--- src/rtl/alu_bist.sv ---
`default_nettype none
// ============================================================================
// Module   : alu_bist
// Purpose  : Built-in self-test controller for the Alu block. Drives
//            pseudo-random Alu input vectors from a 32-bit Fibonacci LFSR,
//            then two directed invalid-opcode vectors (3'b110, 3'b111).
//            Every Alu response is compacted into a 16-bit MISR signature.
//            Vectors and Invalid responses are counted.
// Ports    : clk, rst_n (async active-low), start (run request)
//            A, B, cin, red_op_A, red_op_B, bypass_A, bypass_B, opcode
//              - registered Alu stimulus
//            alu_out, alu_odd_parity, alu_invalid - Alu response
//            busy, done, vec_count, invalid_count, signature - status/result
// Revision : 1.0 - initial release
// ============================================================================
module alu_bist #(
  parameter int          BITS          = 4,
  parameter int          NUM_VECTORS   = 100,
  parameter int          SETTLE_CYCLES = 1,
  parameter logic [31:0] SEED          = 32'h0000ACE1
) (
  input  logic            clk,
  input  logic            rst_n,
  input  logic            start,
  output logic [BITS-1:0] A,
  output logic [BITS-1:0] B,
  output logic            cin,
  output logic            red_op_A,
  output logic            red_op_B,
  output logic            bypass_A,
  output logic            bypass_B,
  output logic [2:0]      opcode,
  input  logic [BITS:0]   alu_out,
  input  logic            alu_odd_parity,
  input  logic            alu_invalid,
  output logic            busy,
  output logic            done,
  output logic [15:0]     vec_count,
  output logic [15:0]     invalid_count,
  output logic [15:0]     signature
);

  // An all-zero LFSR would lock up, so a zero seed is replaced by 1.
  localparam logic [31:0] SEED_EFF    = (SEED == 32'd0) ? 32'd1 : SEED;
  localparam logic [15:0] NUM_RAND    = 16'(NUM_VECTORS);
  localparam logic [15:0] NUM_TOTAL   = 16'(NUM_VECTORS + 2);
  localparam logic [3:0]  SETTLE_LOAD = 4'(SETTLE_CYCLES - 1);

  typedef enum logic [2:0] {
    S_IDLE    = 3'd0,
    S_LOAD    = 3'd1,
    S_WAIT    = 3'd2,
    S_CAPTURE = 3'd3,
    S_DONE    = 3'd4
  } state_t;

  state_t      state;
  logic [31:0] lfsr;
  logic [3:0]  settle;

  logic        lfsr_fb;
  logic [16:0] phase_diff;
  logic        random_phase;
  logic [15:0] capture_data;
  logic [15:0] sig_shift;
  logic [15:0] vec_next;

  // x^32 + x^22 + x^2 + x + 1, shifted left with feedback into bit 0.
  assign lfsr_fb      = lfsr[31] ^ lfsr[21] ^ lfsr[1] ^ lfsr[0];

  // Borrow out of (vec_count - NUM_VECTORS) marks the random phase; this
  // stays well-formed even when NUM_VECTORS is 0.
  assign phase_diff   = {1'b0, vec_count} - {1'b0, NUM_RAND};
  assign random_phase = phase_diff[16];

  assign capture_data = 16'({alu_invalid, alu_odd_parity, alu_out});
  assign sig_shift    = {signature[14:0], 1'b0} ^ (signature[15] ? 16'h1021 : 16'h0000);
  assign vec_next     = vec_count + 16'd1;

  always_ff @(posedge clk or negedge rst_n) begin
    if (!rst_n) begin
      state         <= S_IDLE;
      lfsr          <= SEED_EFF;
      settle        <= 4'd0;
      A             <= '0;
      B             <= '0;
      cin           <= 1'b0;
      red_op_A      <= 1'b0;
      red_op_B      <= 1'b0;
      bypass_A      <= 1'b0;
      bypass_B      <= 1'b0;
      opcode        <= 3'b000;
      busy          <= 1'b0;
      done          <= 1'b0;
      vec_count     <= 16'd0;
      invalid_count <= 16'd0;
      signature     <= 16'hFFFF;
    end else begin
      case (state)
        S_IDLE, S_DONE: begin
          if (start) begin
            lfsr          <= SEED_EFF;
            signature     <= 16'hFFFF;
            vec_count     <= 16'd0;
            invalid_count <= 16'd0;
            busy          <= 1'b1;
            done          <= 1'b0;
            state         <= S_LOAD;
          end
        end

        S_LOAD: begin
          if (random_phase) begin
            A        <= lfsr[BITS-1:0];
            B        <= lfsr[2*BITS-1:BITS];
            cin      <= lfsr[2*BITS];
            red_op_A <= lfsr[2*BITS+1];
            red_op_B <= lfsr[2*BITS+2];
            bypass_A <= lfsr[2*BITS+3];
            bypass_B <= lfsr[2*BITS+4];
            opcode   <= lfsr[2*BITS+7:2*BITS+5];
            lfsr     <= {lfsr[30:0], lfsr_fb};
          end else begin
            // Directed tail: operands/controls hold, only opcode changes.
            opcode <= (vec_count == NUM_RAND) ? 3'b110 : 3'b111;
          end
          settle <= SETTLE_LOAD;
          state  <= S_WAIT;
        end

        S_WAIT: begin
          if (settle == 4'd0) begin
            state <= S_CAPTURE;
          end else begin
            settle <= settle - 4'd1;
          end
        end

        S_CAPTURE: begin
          signature     <= sig_shift ^ capture_data;
          vec_count     <= vec_next;
          invalid_count <= invalid_count + {15'd0, alu_invalid};
          if (vec_next == NUM_TOTAL) begin
            busy  <= 1'b0;
            done  <= 1'b1;
            state <= S_DONE;
          end else begin
            state <= S_LOAD;
          end
        end

        default: state <= S_IDLE;
      endcase
    end
  end

endmodule
`default_nettype wire
--- config.mk ---
export PLATFORM = sky130hd
export DESIGN_NAME = alu_bist
export DESIGN_NICKNAME = d
export VERILOG_FILES = /design/src/rtl/alu_bist.sv
export SDC_FILE = /design/constraint.sdc
export NUM_CORES = 1
export LEC_CHECK = 0
export ABC_AREA = 1
export CAP_MARGIN = 20
export CORE_AREA = 3 3 76 132
export CTS_CLUSTER_DIAMETER = 200
export DETAILED_ROUTE_END_ITERATION = 10
export DIE_AREA = 0 0 79 135
export PLACE_DENSITY_LB_ADDON = 0.08
export SETUP_SLACK_MARGIN = 0.15
export SLEW_MARGIN = 10
export SYNTH_ARGS = -nofsm -noshare
export SYNTH_HDL_FRONTEND = slang
export SYNTH_SLANG_ARGS = --single-unit
--- constraint.sdc ---
create_clock -name clk -period 3.94 [get_ports clk]
set_input_delay 0.394 -clock clk [delete_from_list [all_inputs] [get_ports clk]]
set_output_delay 0.394 -clock clk [all_outputs]
set_load 0.005 [all_outputs]
==> results of run 1 <==
flip-flops by register name, summed over array words and instances (netlist names):
register / count
A: 4
invalid_count: 16
opcode: 3
busy: 1
done: 1
bypass_B: 1
state: 3
red_op_A: 1
vec_count: 16
lfsr: 32
signature: 16
red_op_B: 1
settle: 4
B: 4
cin: 1
bypass_A: 1
path summary, 6_finish.rpt:
kind,to,slack [ns],cells after the start
max in group asynchronous,signature[5],3.00,2
worst min register to register,A[0],0.48,2
worst min-delay path,lfsr[20],-0.004,1
min in group clk,A[0],0.48,2
worst max-delay path,lfsr[6],1.77,9
worst max register to register,lfsr[6],1.77,9
final cells by class:
| cell class | instances | area (um2) | area share, % |
|---|---|---|---|
| clock inverters | 6 | 67.6 | 1.11 |
| inverters | 96 | 363 | 5.94 |
| repair buffers | 80 | 786 | 12.9 |
| clock buffers | 10 | 229 | 3.75 |
| well taps | 120 | 150 | 2.46 |
| flip-flops and latches | 105 | 2660 | 43.5 |
| multi-input cells | 348 | 1860 | 30.4 |
logic make-up (layout without fill, tap and decap cells):
logic type               count (synthesis)  count (layout)  synth area share (%)
buffers and inverters                  113             192                  9.21
multiplexers                             1               1                 0.226
flip-flops                             105             105                  53.4
AO/OA/AOI/OAI                          119             119                  14.5
AND/OR/NAND/NOR                        214             214                  19.7
adder cells (fa/ha/maj)                  7               7                  1.76
XOR/XNOR                                 7               7                  1.23
cells in the mapped netlist, types with 2 or more instances:
cell        n
o21ai_1    13
o22ai_1    23
o22ai_2     5
o21ai_0    40
a21oi_1    17
dfrtp_1    81
nor3_2      2
xor2_1      4
a22oi_1     6
buf_6       2
clkbuf_1    6
nor2_1     33
nand3_2     2
a31oi_1     4
xnor2_1     3
a22o_1      2
inv_2       7
nand4_1    10
nand2_1   110
or2_2       8
buf_2       7
buf_4       2
nand3_1    33
inv_1      87
ha_1        7
nor2_4      2
nor2_2      6
nor3_1      3
dfstp_2    24
critical path: stages (launching register included):
cell and delay (ns):
dfrtp_1 0.45, nor2_1 0.14, nand3_1 0.09, nor2_1 0.19, nand3_1 0.18, nor2_4 0.20
inv_4 0.21, nand2_4 0.36, o21ai_0 0.16, o21ai_1 0.11
per-stage QoR:
step / std cells / worst slack [ns] / hold slack, ns / util, % / area [um2]
6_report: 765 / 1.77 / -0.00439 / 67.2 / 6110
4_1_cts: 765 / 1.78 / 0.00641 / 67.2 / 6110
2_1_floorplan: 566 / 2.23 / 0.0984 / - / 4970
5_1_grt: 765 / 1.49 / 0.0239 / 67.2 / 6110
3_5_place_dp: 749 / 1.53 / 0.386 / 64.0 / 5820
3_3_place_gp: 749 / 1.61 / 0.385 / 64.0 / 5820
metal layers:
metal  global-route usage (%)  routed length [um]  vias to the layer above
li1                         -                   -                     1998
met1                     27.5                4580                     1960
met2                     39.3                5930                       92
met3                     4.41                 446                       15
met4                     8.41                 188                        0
met5                        0                   0                        -
power by group through the flow:
stage / Sequential [mW] / Combinational (mW) / Clock (mW)
floorplan: 1.81 / 1.41 / 0
detailed placement: 1.85 / 2.15 / 0
CTS: 1.84 / 2.16 / 0.914
finish: 1.84 / 2.14 / 0.894
global route: 1.90 / 2.41 / 0.963
global placement: 1.84 / 2.11 / 0
==> results.py, run 1 <==
metrics = {
    "outcome": {
        "status": "finished with violations",
        "failed_checks": "hold timing",
    },
    "setup_path": {
        "start_kind": "register",
        "critical_path.startpoint": "vec_count[8]",
        "reg2reg_from": "vec_count[8]",
        "crit_fanout": 50,
        "crit_type": "reg2reg",
        "cp.required_ns": 4.21,
        "crit_path_end_kind": "register",
        "arrival_ns": 2.44,
    },
    "clock_tree": {
        "numCtsBuffers": 9,
        "path_clk_slew_ns": 0.07,
        "post_cts_resized": 0,
        "clockBufferDepth": 2,
        "cts_sinks": 105,
        "clk_latency_ns": 0.35,
        "cts_hold_buf": 0,
        "clockRootBuffer": "clkbuf_16",
        "cts_tree": "built",
        "htree_num_levels": 3,
        "post-cts-setup-buffer-count": 0,
    },
    "sta": {
        "hold_slack_ns": -0.00439,
        "slew_violations": 0,
        "finalHoldViolCount": 3,
        "finalCritPeriodShare_pct": 55.0,
        "post-route-min-period_ns": 2.17,
        "tns_ns": 0,
        "fmax_ghz": 0.462,
        "grt_setup_unrepaired": "false",
        "tightest_slew_ns": 0.542,
        "finalSetupViolCount": 0,
        "relSlewSlack_pct": 63.8,
        "skew_ns": 0.00734,
    },
    "hold_path": {
        "min-delay-path-class": "in2async",
    },
    "pwr": {
        "p_int_mw": 2.92,
        "power_frac_seq_pct": 37.7,
        "p_total_mw": 4.87,
        "leakagePower_nw": 2.74,
        "ir_drop_v": 0.000400,
        "combPwrFrac_pct": 43.9,
        "power_density_mw_per_mm2": 796,
        "pwr-share-clk_pct": 18.4,
        "switchingPower_mw": 1.95,
        "p_sw_share_pct": 40.1,
    },
    "cells_and_area": {
        "drive_above_1_share_pct": 12.9,
        "n_fill_cell": 789,
        "final_nets": 657,
        "final_cell_mix": "nand2_1, inv_1, dfrtp_1",
        "final_common_cell": "nand2_1",
        "synthToLayoutAreaGrowth_pct": 22.9,
        "diodes": 0,
    },
    "synth": {
        "synth_cells": 566,
        "yosysTopAreaCellShare_pct": 40.7,
        "async_flop_share_pct": 100,
        "synth-edff-count": 0,
        "yosys-top-cells-area": "dfrtp_1, dfstp_2, nand2_1",
        "mappedNetlistArea_mm2": 0.00497,
        "ys_ff_latch": 105,
        "syn-num-nets": 583,
        "ys_warn_count": 0,
        "synthDominantAreaCellType": "dfrtp_1",
        "syn_area_per_cell_um2": 8.79,
        "ys_seq_area_share_pct": 53.4,
        "ys_types": 46,
        "synth_top_flop_cell": "dfrtp_1",
    },
    "run": {
        "maxCapViolations": 0,
    },
    "drt": {
        "drt_iter0_drc": 176,
        "routed_wl_mm": 11.1,
        "drtPass1Iterations": 4,
        "num_vias": 4065,
        "routedWlPerCell_um": 14.6,
        "viasPerCell": 5.31,
        "route.detailed.drc": 0,
        "detail-route-antenna-nets": 0,
    },
    "die": {
        "die-area_mm2": 0.0107,
        "pin_count": 76,
        "die_x_um": 79,
        "num_rows": 46,
        "chipHeight_um": 135,
        "initial_core_util_pct": 54.7,
        "core_area_mm2": 0.00909,
    },
    "global_routing": {
        "antenna_found_initial": 0,
        "track_usage_pct": 22.6,
        "first_global_vias": 4148,
        "grt_overflow_total": 0,
        "grt_pass1_wl_mm": 19.3,
        "grt_max_degree": 51,
    },
    "place": {
        "io_buffers": 75,
        "dpl.hpwl_mm": 8.03,
        "gp_congestion": 0.900,
    },
}
Power figures use the tool's default switching activity.
==> run 2: changes to the inputs <==
CORE_AREA = 3 3 77 133   (was 3 3 76 132)
DIE_AREA = 0 0 80 136   (was 0 0 79 135)
clock period = 2 ns   (was 3.94 ns; I/O delays follow)
==> results.py, run 2 (same netlist as run 1, synthesis figures left out) <==
metrics = {
    "drt": {
        "route.detailed.drc": 0,
        "routed_wl_mm": 11.6,
        "drt_iter0_drc": 225,
        "drtPass1Iterations": 5,
        "viasPerCell": 5.36,
        "num_vias": 4208,
        "detail-route-antenna-nets": 0,
        "routedWlPerCell_um": 14.7,
    },
    "global_routing": {
        "antenna_found_initial": 0,
        "grt_pass1_wl_mm": 19.6,
        "first_global_vias": 4341,
        "grt_overflow_total": 0,
        "track_usage_pct": 22.6,
        "grt_max_degree": 38,
    },
    "pwr": {
        "ir_drop_v": 0.000848,
        "leakagePower_nw": 2.85,
        "power_density_mw_per_mm2": 1560,
        "p_total_mw": 9.92,
    },
    "outcome": {
        "status": "finished, final reports clean",
    },
    "setup_path": {
        "crit_path_cell_trace": "ha_1 > ha_2 > nand3_2 > nor2_2 > nand2_1 > nor2_2 > nand2_1 > inv_2 > nand2_2 > nor2_4 > nor2_1 > nand2_1 > o21ai_0",
        "reg2reg_from": "invalid_count[0]",
        "reg2reg_depth": 13,
        "start_kind": "register",
        "r2r_end": "invalid_count[12]",
        "cp_top_family": "simple AND/OR/NAND/NOR gates",
        "crit_cells": 13,
        "critPathSlowestCell": "dfrtp_1",
        "slowest_delay_ns": 0.36,
        "rrSetupSlack_ns": 0.25,
        "critical_path.startpoint": "invalid_count[0]",
        "arrival_ns": 1.98,
        "crit_fanout": 3,
        "cp_num_buf_inv": 1,
        "cp_common_cell": "nand2_1",
        "crit_path_end_kind": "register",
        "crit_type": "reg2reg",
        "cp.required_ns": 2.23,
    },
    "sta": {
        "slew_violations": 0,
        "post-route-min-period_ns": 1.75,
        "finalSetupViolCount": 0,
        "finalCritPeriodShare_pct": 87.4,
        "skew_ns": 0.0102,
        "relSlewSlack_pct": 71.1,
        "tns_ns": 0,
        "finalHoldViolCount": 0,
        "grt_setup_unrepaired": "true",
        "tightest_slew_ns": 0.434,
        "fmax_ghz": 0.572,
    },
    "place": {
        "dpl.cell_count": 765,
        "gp_congestion": 0.904,
        "dpl.hpwl_mm": 8.18,
        "io_buffers": 75,
    },
    "run": {
        "maxCapViolations": 0,
    },
    "cells_and_area": {
        "diodes": 0,
        "synthToLayoutAreaGrowth_pct": 28.2,
        "final_common_cell": "nand2_1",
        "final_cell_mix": "nand2_1, inv_1, dfrtp_1",
        "drive_above_1_share_pct": 18.5,
        "largest-register": "lfsr",
        "post-route-util_pct": 69.2,
        "largest_reg_flops": 32,
        "fin_cells": 785,
        "final_nets": 677,
    },
    "clock_tree": {
        "htree_num_levels": 3,
        "path_clk_slew_ns": 0.07,
        "clk_latency_ns": 0.34,
        "numCtsBuffers": 9,
        "clockRootBuffer": "clkbuf_16",
        "cts_sinks": 105,
        "cts_tree": "built",
        "clockBufferDepth": 2,
    },
    "die": {
        "initial_core_util_pct": 54.0,
        "die_x_um": 80,
        "num_rows": 46,
        "chipHeight_um": 136,
        "die-area_mm2": 0.0109,
        "pin_count": 76,
        "core_area_mm2": 0.00921,
    },
    "hold_path": {
        "min-delay-path-class": "in2async",
    },
}
-- run 2: cell types whose count changed in the layout (fill, tap and decap cells not counted), sizes merged --
| cell | delta |
|---|---|
| buf | +19 |
| clkinv | +2 |
| bufinv | -1 |
| clkbuf | +1 |
| clkinvlp | -1 |
| dlygate4sd3 | +1 |
| inv | -1 |
-- run 2: worst max-delay path by stage --
stage                     slack, ns                end
after floorplan                0.30  invalid_count[12]
after CTS                      0.16           lfsr[15]
final                          0.25  invalid_count[12]
after global placement         -0.1  invalid_count[12]
after detailed placement      -0.18  invalid_count[12]
after global routing           0.06  invalid_count[13]
-- run 2: worst reg2reg max path, delay by kind of cell (launching register included) --
kind | cells | cell delay (ns)
buf+inv | 1 | 0.07
compound gates | 1 | 0.07
flops | 1 | 0.36
simple gates | 9 | 0.78
fa+ha+maj | 2 | 0.37
-- run 2: layout make-up --
type,instances,area [um2]
Sequential cell,105,2660
Timing Repair Buffer,100,971
Clock inverter,5,38.8
Tap cell,120,150
Fill cell,742,2830
Clock buffer,11,243
Inverter,96,363
Multi-Input combinational cell,348,1950
-- run 2: metal layers --
metal / share of wire [%] / up-vias / GRT usage [%]
met5: 0 / - / 0
met4: 1.8 / 0 / 8.74
met3: 3.6 / 19 / 4.11
met2: 55 / 95 / 41.1
met1: 39 / 2055 / 25.6
li1: - / 2039 / -
-- run 2: stage by stage --
stage                     setup WS [ns]  instance area, um2  hold WS (ns)
after floorplan                   0.305                4970       -0.0956
after global placement          -0.0969                5960         0.165
after detailed placement         -0.178                5960         0.169
after CTS                         0.163                6270         0.340
after global routing             0.0583                6380         0.373
final                             0.251                6380         0.341
-- run 2: timing repair --
item | 4_1_cts | 5_1_grt
gates resized for setup | 2 | 32
hold buffers | 1 | 0
pin swaps | 0 | 5
buffers inserted | 1 | 2
cloned | 0 | 0
hold endpoints to repair | 26 | 0
endpoints found under the setup margin | 5 | 46
-- run 2: report_power, final --
| part | switching, mW | internal (mW) |
|---|---|---|
| registers | 0.553 | 3.04 |
| clock network | 0.767 | 0.885 |
| logic | 2.66 | 2.01 |
| total | 3.98 | 5.94 |
